<file path="src/rtl/jtdsp16_rom_fetch.sv">
// DSP16 program-memory fetch: small tag/data cache in front of an external cs/ok ROM port.
// Define JTDSP16_FETCH_PREFETCH_EN for a two-entry cur/nxt buffer with sequential prefetch.
module jtdsp16_rom_fetch #(
  parameter int unsigned AW = 16,
  parameter int unsigned DW = 16
) (
  input  logic          clk,
  input  logic          rst_n,
  input  logic [AW-1:0] rom_addr,
  output logic [DW-1:0] instr,
  output logic          instr_ok,
  output logic          fetch_stall,
  output logic [AW-1:0] ext_addr,
  output logic          ext_cs,
  input  logic [DW-1:0] ext_data,
  input  logic          ext_ok
);

  localparam logic StIdle = 1'b0;
  localparam logic StBusy = 1'b1;

  logic          state_q, state_d;
  logic          ext_cs_q, ext_cs_d;
  logic [AW-1:0] ext_addr_q, ext_addr_d;
  logic          hit;

`ifdef JTDSP16_FETCH_PREFETCH_EN

  logic [1:0]    valid_q, valid_d;
  logic [AW-1:0] tag_q [2];
  logic [AW-1:0] tag_d [2];
  logic [DW-1:0] data_q [2];
  logic [DW-1:0] data_d [2];
  logic          cur_q, cur_d;
  // Entry index owned by the outstanding transaction; absolute, so a pointer
  // toggle during BUSY still lands the data in the right slot.
  logic          tgt_q, tgt_d;
  logic          nxt;
  logic          hit_cur, hit_nxt;
  logic [AW-1:0] seq_addr;

  assign nxt      = ~cur_q;
  assign hit_cur  = valid_q[cur_q] && (tag_q[cur_q] == rom_addr);
  assign hit_nxt  = valid_q[nxt] && (tag_q[nxt] == rom_addr);
  assign hit      = hit_cur || hit_nxt;
  assign seq_addr = tag_q[cur_q] + AW'(1);
  assign instr    = hit_cur ? data_q[cur_q] : (hit_nxt ? data_q[nxt] : '0);

  always_comb begin
    state_d    = state_q;
    ext_cs_d   = ext_cs_q;
    ext_addr_d = ext_addr_q;
    valid_d    = valid_q;
    tag_d      = tag_q;
    data_d     = data_q;
    tgt_d      = tgt_q;
    cur_d      = hit_nxt ? nxt : cur_q;
    case (state_q)
      StIdle: begin
        if (!hit) begin
          tgt_d        = cur_q;
          ext_addr_d   = rom_addr;
          ext_cs_d     = 1'b1;
          tag_d[cur_q] = rom_addr;
          valid_d[cur_q] = 1'b0;
          state_d      = StBusy;
        end else if (hit_cur && (!valid_q[nxt] || (tag_q[nxt] != seq_addr))) begin
          tgt_d        = nxt;
          ext_addr_d   = seq_addr;
          ext_cs_d     = 1'b1;
          tag_d[nxt]   = seq_addr;
          valid_d[nxt] = 1'b0;
          state_d      = StBusy;
        end
      end
      default: begin
        if (ext_ok) begin
          data_d[tgt_q]  = ext_data;
          valid_d[tgt_q] = 1'b1;
          ext_cs_d       = 1'b0;
          state_d        = StIdle;
        end
      end
    endcase
  end

  always_ff @(posedge clk) begin
    if (!rst_n) begin
      valid_q <= '0;
      tag_q   <= '{default: '0};
      data_q  <= '{default: '0};
      cur_q   <= 1'b0;
      tgt_q   <= 1'b0;
    end else begin
      valid_q <= valid_d;
      tag_q   <= tag_d;
      data_q  <= data_d;
      cur_q   <= cur_d;
      tgt_q   <= tgt_d;
    end
  end

`else

  logic          valid_q, valid_d;
  logic [AW-1:0] tag_q, tag_d;
  logic [DW-1:0] data_q, data_d;

  assign hit   = valid_q && (tag_q == rom_addr);
  assign instr = hit ? data_q : '0;

  always_comb begin
    state_d    = state_q;
    ext_cs_d   = ext_cs_q;
    ext_addr_d = ext_addr_q;
    valid_d    = valid_q;
    tag_d      = tag_q;
    data_d     = data_q;
    case (state_q)
      StIdle: begin
        if (!hit) begin
          ext_addr_d = rom_addr;
          ext_cs_d   = 1'b1;
          tag_d      = rom_addr;
          valid_d    = 1'b0;
          state_d    = StBusy;
        end
      end
      default: begin
        if (ext_ok) begin
          data_d   = ext_data;
          valid_d  = 1'b1;
          ext_cs_d = 1'b0;
          state_d  = StIdle;
        end
      end
    endcase
  end

  always_ff @(posedge clk) begin
    if (!rst_n) begin
      valid_q <= 1'b0;
      tag_q   <= '0;
      data_q  <= '0;
    end else begin
      valid_q <= valid_d;
      tag_q   <= tag_d;
      data_q  <= data_d;
    end
  end

`endif

  // The request is never aborted by a PC change; only reset drops ext_cs early.
  always_ff @(posedge clk) begin
    if (!rst_n) begin
      state_q    <= StIdle;
      ext_cs_q   <= 1'b0;
      ext_addr_q <= '0;
    end else begin
      state_q    <= state_d;
      ext_cs_q   <= ext_cs_d;
      ext_addr_q <= ext_addr_d;
    end
  end

  assign instr_ok    = hit;
  assign fetch_stall = ~hit;
  assign ext_cs      = ext_cs_q;
  assign ext_addr    = ext_addr_q;

endmodule
</file>
<file path="config.mk">
export PLATFORM = sky130hd
export DESIGN_NAME = jtdsp16_rom_fetch
export DESIGN_NICKNAME = d
export VERILOG_FILES = /design/src/rtl/jtdsp16_rom_fetch.sv
export SDC_FILE = /design/constraint.sdc
export NUM_CORES = 1
export LEC_CHECK = 0
export CELL_PAD_IN_SITES_DETAIL_PLACEMENT = 0
export CELL_PAD_IN_SITES_GLOBAL_PLACEMENT = 1
export CORE_UTILIZATION = 34
export CTS_CLUSTER_DIAMETER = 30
export DETAILED_ROUTE_END_ITERATION = 7
export PLACE_DENSITY_LB_ADDON = 0.08
export SETUP_SLACK_MARGIN = 0.5
export SYNTH_ARGS = -nofsm -noshare
export SYNTH_HDL_FRONTEND = slang
export SYNTH_SLANG_ARGS = --single-unit
</file>
<file path="constraint.sdc">
create_clock -name clk -period 4.45 [get_ports clk]
set_clock_uncertainty 0.1 [all_clocks]
set_input_delay 0.89 -clock clk [delete_from_list [all_inputs] [get_ports clk]]
set_output_delay 0.89 -clock clk [all_outputs]
set_load 0.02 [all_outputs]
</file>
==> results of run 1 <==
state kept, by name, indices dropped and copies added, names as in the netlist:
register	flops
data_q	16
ext_cs	1
ext_addr	16
state_q	1
valid_q	1
power groups by stage:
stage / logic (mW) / clock network, mW / registers (mW)
detailed placement: 0.155 / 0 / 0.368
finish: 0.154 / 0.299 / 0.360
global route: 0.170 / 0.323 / 0.364
floorplan: 0.0687 / 0 / 0.378
global placement: 0.155 / 0 / 0.368
CTS: 0.156 / 0.312 / 0.361
layout make-up:
class	count	area [um^2]
tap	72	90.1
clock buffer	6	82.6
sequential	35	701
timing repair buffer	70	698
inverter	2	7.51
multi-input combinational	181	1100
clock inverter	2	35.0
fill	543	2790
metrics by stage:
step | hold WS (ns) | cells
CTS | 0.352 | 368
global route | 0.379 | 368
global placement | 0.337 | 360
floorplan | 0.330 | 237
finish | 0.350 | 368
detailed placement | 0.342 | 360
cells in the mapped netlist, drive strengths merged:
library cell    n  share of area (%)
nand2          36                6.9
o21ai          13                3.3
nand4           1               0.32
a21boi         17                6.6
and4bb          1               0.64
or3            13                4.2
xor2           11                4.9
nor2           13                2.5
mux2i           3                1.5
inv             2               0.39
dlygate4sd1     1               0.45
clkbuf         12                3.3
a21o            1               0.45
dfxtp          35                 36
and2           18                5.8
and2b           1               0.39
buf             5                2.9
nor3            1               0.26
and4           13                6.3
o211a           1               0.51
nor2b           3               0.96
nand3          26                6.7
nor4            2                1.3
and3            1               0.32
xnor2           5                2.2
a21oi           1               0.26
clkdlybuf4s15   1               0.58
worst paths after layout:
path                            cells after the start                         to  slack (ns)                      start
worst max register to register                      5  ext_addr[11]$_SDFFE_PN0P_        2.07  ext_addr[12]$_SDFFE_PN0P_
worst min-delay path                                2     data_q[1]$_SDFFE_PN0P_        0.35     data_q[1]$_SDFFE_PN0P_
worst min register to register                      2     data_q[1]$_SDFFE_PN0P_        0.35     data_q[1]$_SDFFE_PN0P_
worst max-delay path                                8                  instr[11]        0.61               rom_addr[12]
cells by family (layout without fill, tap and decap cells):
logic type / after synthesis / in the layout
AO/OA/AOI/OAI: 33 / 33
buffers and inverters: 21 / 80
XOR/XNOR: 16 / 16
flip-flops: 35 / 35
multiplexers: 3 / 3
AND/OR/NAND/NOR: 129 / 129
routing by layer:
metal,vias up,global-route usage (%),wire (um)
li1,925,-,-
met1,847,21.4,2200
met2,44,27.3,2240
met3,5,5.06,284
met4,0,5.09,49
met5,-,0,0
what timing repair did:
action,4_1_cts,5_1_grt
hold endpoints to repair,0,0
gates resized for setup,18,12
setup endpoints to repair,18,12
pin swaps,1,1
worst max-delay path, delay by kind of cell:
family,cells,cell delay [ns]
XOR/XNOR,1,0.16
buffers and inverters,3,0.91
AND/OR/NAND/NOR,4,0.90
==> parameters.txt, run 1 <==
Parameter                              Value

Outcome
  Run status    finished clean

Yosys
  Cell area after technology mapping    1950 um^2
  Total nets after synthesis    272
  Share of the synthesized netlist area taken by xor and xnor gates    7.19%
  Number of standard cells after synthesis    roughly 240
  Post-Synth Simple-Gate Area    36.5%
  Arithmetic-cell share of the synthesized area counting full adders, half adders and majority gates    0%
  Synth Area in Compound Gates    11.1%
  Largest family of logic cells by synthesized area    simple AND/OR/NAND/NOR gates
  FF+latch count, synth    35
  Proportion of synthesized chip area in sequential cells    approximately 36%
  Multiplexer share of the synthesized area    between 1.5 and 2%
  Yosys warnings    0
  Unique cell type count in the Yosys netlist    33
  Synthesized area per cell    8.22 um^2

Finish
  Net count reported at finish    330
  Share of cells above drive strength 1    7.09%
  Post-layout util    around half
  Most frequent standard cell in the layout excluding fill and tap cells    sky130_fd_sc_hd__clkdlybuf4s50_1
  Area growth, synth to finish    39.2%
  Diodes inserted    0
  Commonest non-fill, non-tap cells in the layout    50 x sky130_fd_sc_hd__clkdlybuf4s50_1, 36 x sky130_fd_sc_hd__nand2_1, 35 x sky130_fd_sc_hd__dfxtp_1
  Non-Filler Cell Area, Final    2710 um^2

Worst setup path
  Series of cell instances along the critical path    clkdlybuf4s50_1, xor2_1, nor4_2, nand2_1, and4bb_2, buf_12, and2_1, dlygate4sd2_1
  Nature of the critical path startpoint    input pin
  Library cell contributing the largest single delay on the critical path    sky130_fd_sc_hd__clkdlybuf4s50_1
  Critical path start-end classification    in -> out
  Crit-path max FO    19
  Maximum cell stage delay along the critical path    0.43 ns
  Crit end category    output port
  Arrival time worst endpoint    roughly 2.9 ns
  Required @ worst endpoint    3.46 ns

Floorplan
  Placement row count    27
  Die Y    77.7 um
  Placeable core area    5510 um^2
  Overall die area    6040 um^2
  Die Width    77.7 um
  Starting density of the core    a little over a third
  I/O pin total    70

CTS
  CTS tree    yes
  Root buffer cell    sky130_fd_sc_hd__clkbuf_8
  Number of levels the H-tree was split into    2
  Clock latency at the later pin of the worst-skew pair    0.29 ns
  Number of buffers created by CTS    5
  Maximum number of buffers from clock root to sink    2
  Total of hold buffers inserted after clock tree synthesis    0
  Clock net sink count    35
  Post-CTS Repair Setup Buffers    0
  Clock Pin Slew Worst Setup and Hold Paths    0.07 ns

Power and ir drop
  Internal power contribution    601 uW
  Worst voltage drop across the vdd grid    0.179 mV
  Power per cell area    300 nW/um^2
  Total power consumption of the routed design    814 uW
  Relative contribution of the clock network to total power    36.8%
  Proportion of total power due to net switching    roughly a quarter
  Switching component of the power    212 uW
  Leak    1.12 nW
  Relative contribution of sequential cells to total power    44.3%
  Portion of total power attributed to combinational logic    18.9%

STA
  Peak clock frequency supported by timing    approximately 260 MHz
  Number of slew-limit violations in the final report    0
  Final setup fails    0
  Min Tclk post-route    3.84 ns
  Least setup slack across all paths after layout    0.613 ns
  Worst max-slew margin expressed relative to the limit    between 30% and 40%
  Final number of hold-violating endpoints    0
  Unrepaired setup endpoints after global routing    yes
  Final cycle utilization of the critical path    86.2%
  Post-route setup TNS    0 ns
  Transition at the pin with the smallest max-transition slack    0.958 ns

Detailed routing
  Mean number of vias per cell    4.95
  Antenna Nets Post-Route    0
  DRC Markers    0
  Wire length reported by the detailed router    4.77 mm
  Total number of vias    approximately 1.8k
  Iteration-0 DRC count of the detailed router    109
  Count of TritonRoute iterations in the first routing pass    4
  WL per Instance    13.0 um

Global routing
  Initial antenna violation count    0
  Overflow left after global routing    0
  Total Routing Usage GR    16.9%
  Via count of the first global-routing pass    1,741
  Maximum number of pins on one net before global-route repair    62
  First-pass GRT wire length    8.11 mm

Placement
  Detailed Place HPWL    3.05 mm
  Pre-CTS setup slack    0.294 ns
  Final weighted congestion of routability-driven global placement    0.715
  Area after detailed placement    2600 um^2
  PortBufs    between 60 and 70

Job
  Count of max-cap constraint violations    0

Hold path
  Hold crit path type    reg -> reg
No activity file was read; power rests on OpenSTA's default activity.
==> inputs of run 2 (changes only) <==
Settings changed: CORE_UTILIZATION 34 to 48, DONT_BUFFER_PORTS set to 1, MAX_ROUTING_LAYER set to met4.
==> run 2 against run 1 <==
  * Die area down 28%
  * Critical path type unchanged
  * Sequential share of layout area up 9.8 points
  * First-iteration DRC count down 34%
  * Clock-buffer cell count up 2
  * Register-to-register slack worse by 0.14 ns
  * Critical path depth down 3
  * Global-route usage up 5.0 points
  * Cell count down 26%
  * Core utilization up 2.9 points
  * Critical endpoint unchanged
  * Flip-flop and latch count unchanged
  * Routed wire length down 13%
==> parameters.txt, run 2 (synthesis gave the netlist of run 1 again) <==
Parameter                              Value

STA
  Unrepaired setup endpoints after global routing    no
  Final number of hold-violating endpoints    0
  Transition at the pin with the smallest max-transition slack    0.852 ns
  Worst max-slew margin expressed relative to the limit    43.2%
  Number of slew-limit violations in the final report    0
  Post-route setup TNS    0 ns
  Final cycle utilization of the critical path    75.0%
  Final setup fails    0
  Least setup slack across all paths after layout    1.11 ns
  Peak clock frequency supported by timing    300 MHz
  Min Tclk post-route    3.34 ns

Placement
  Final weighted congestion of routability-driven global placement    0.722
  Pre-CTS setup slack    1.10 ns
  Area after detailed placement    1870 um^2
  Detailed Place HPWL    between 2 and 3 mm
  PortBufs    0

Power and ir drop
  Power per cell area    357 nW/um^2
  Total power consumption of the routed design    between 700 and 800 uW
  Leak    0.807 nW
  Relative contribution of sequential cells to total power    54.2%
  Proportion of total power due to net switching    a little over a quarter
  Portion of total power attributed to combinational logic    9.4%
  Switching component of the power    approximately 190 uW
  Relative contribution of the clock network to total power    36.3%
  Worst voltage drop across the vdd grid    0.214 mV
  Internal power contribution    512 uW

CTS
  Post-CTS sizing    0
  Clock latency at the later pin of the worst-skew pair    0.29 ns
  Maximum number of buffers from clock root to sink    2
  Total of hold buffers inserted after clock tree synthesis    0
  Number of levels the H-tree was split into    2
  Clock Pin Slew Worst Setup and Hold Paths    ~0.07 ns
  Clock net sink count    35
  Number of buffers created by CTS    5
  Post-CTS Repair Setup Buffers    0
  Root buffer cell    sky130_fd_sc_hd__clkbuf_8
  CTS tree    yes

Hold path
  Hold crit path type    reg -> reg
  Instance count along the most critical hold path    2

Floorplan
  Placement row count    22
  Die Y    65.7 um
  I/O pin total    70
  Overall die area    4320 um^2
  Die Width    65.7 um
  Placeable core area    3770 um^2
  Starting density of the core    51.7%

Detailed routing
  Top Metal Used    met4
  Wire length reported by the detailed router    4.17 mm
  Routed met3 length    268 um
  Antenna Nets Post-Route    0
  DRC Markers    0
  Mean number of vias per cell    5.76
  Count of TritonRoute iterations in the first routing pass    4
  Routed length on met2    2.09 mm
  Wire length the detailed router placed on met1    1.75 mm
  WL per Instance    15.2 um
  Iteration-0 DRC count of the detailed router    72
  Total number of vias    1,577

Worst setup path
  Kind of cell with the highest combined delay on the critical path    simple AND/OR/NAND/NOR gates
  Number of cells on the worst reg-to-reg path    5
  Library cell contributing the largest single delay on the critical path    sky130_fd_sc_hd__and4bb_2
  Arrival time worst endpoint    2.35 ns
  Required @ worst endpoint    3.46 ns
  Crit-path max FO    19
  Crit end category    output port
  Critical path start-end classification    in -> out
  WP buf/inv    0
  Maximum cell stage delay along the critical path    0.56 ns
  Nature of the critical path startpoint    input pin
  Total number of cells along the worst setup path    5
  Series of cell instances along the critical path    xor2_1, nor4_2, nand2_1, and4bb_2, and2_1

Finish
  Non-Filler Cell Area, Final    1970 um^2
  Post-layout util    52.2%
  Diodes inserted    0
  Area used by sequential logic in the layout    701 um^2
  Net count reported at finish    260
  Commonest non-fill, non-tap cells in the layout    36 x sky130_fd_sc_hd__nand2_1, 35 x sky130_fd_sc_hd__dfxtp_1, 26 x sky130_fd_sc_hd__nand3_1
  Area taken by multi-input logic gates    1100 um^2
  Share of cells above drive strength 1    7.96%
  Most frequent standard cell in the layout excluding fill and tap cells    sky130_fd_sc_hd__nand2_1
  Area growth, synth to finish    0.964%
  Filler cells    357

Job
  Count of max-cap constraint violations    0

Global routing
  Total Routing Usage GR    between 20% and 30%
  First-pass GRT wire length    6.93 mm
  Initial antenna violation count    0
  Via count of the first global-routing pass    1,585
  Maximum number of pins on one net before global-route repair    62
  Overflow left after global routing    0

Outcome
  Run status    finished clean
-- run 2: final cells by class --
| class | instances | share of cell area [%] |
|---|---|---|
| inverters | 2 | 0.382 |
| clock buffers | 8 | 5.09 |
| well taps | 48 | 3.05 |
| multi-input cells | 181 | 55.9 |
| flip-flops and latches | 35 | 35.6 |
-- run 2: power groups by stage --
stage / sequential [mW] / clock, mW / combinational (mW)
after floorplan: 0.378 / 0 / 0.0687
after global placement: 0.387 / 0 / 0.0641
after detailed placement: 0.388 / 0 / 0.0671
after CTS: 0.381 / 0.267 / 0.0676
after global routing: 0.385 / 0.279 / 0.0760
final: 0.381 / 0.255 / 0.0663
-- run 2: worst register-to-register path, delay by kind of cell, from the launching register on --
kind | cells | cell delay, ns
xor gates and xnor gates | 1 | 0.13
DFF | 1 | 0.51
and+or+nand+nor | 4 | 1.65
-- run 2: worst paths after layout --
path / start / end / slack [ns]
worst max-delay path: rom_addr[12] / instr[11] / 1.11
worst max register to register: ext_addr[12]$_SDFFE_PN0P_ / ext_addr[5]$_SDFFE_PN0P_ / 1.93
worst min register to register: data_q[9]$_SDFFE_PN0P_ / data_q[9]$_SDFFE_PN0P_ / 0.35
worst min-delay path: data_q[9]$_SDFFE_PN0P_ / data_q[9]$_SDFFE_PN0P_ / 0.35
-- run 2: per-layer routing --
metal  vias to the layer above  global-route usage [%]
li1                        781                       -
met1                       746                    22.1
met2                        43                    38.0
met3                         7                    7.81
met4                         0                    8.70
met5                         -                       -
-- run 2: through the flow --
step                      hold WS, ns  cells
after floorplan                 0.330    237
after global placement          0.338    266
after detailed placement        0.343    266
after CTS                       0.354    274
after global routing            0.371    274
final                           0.350    274
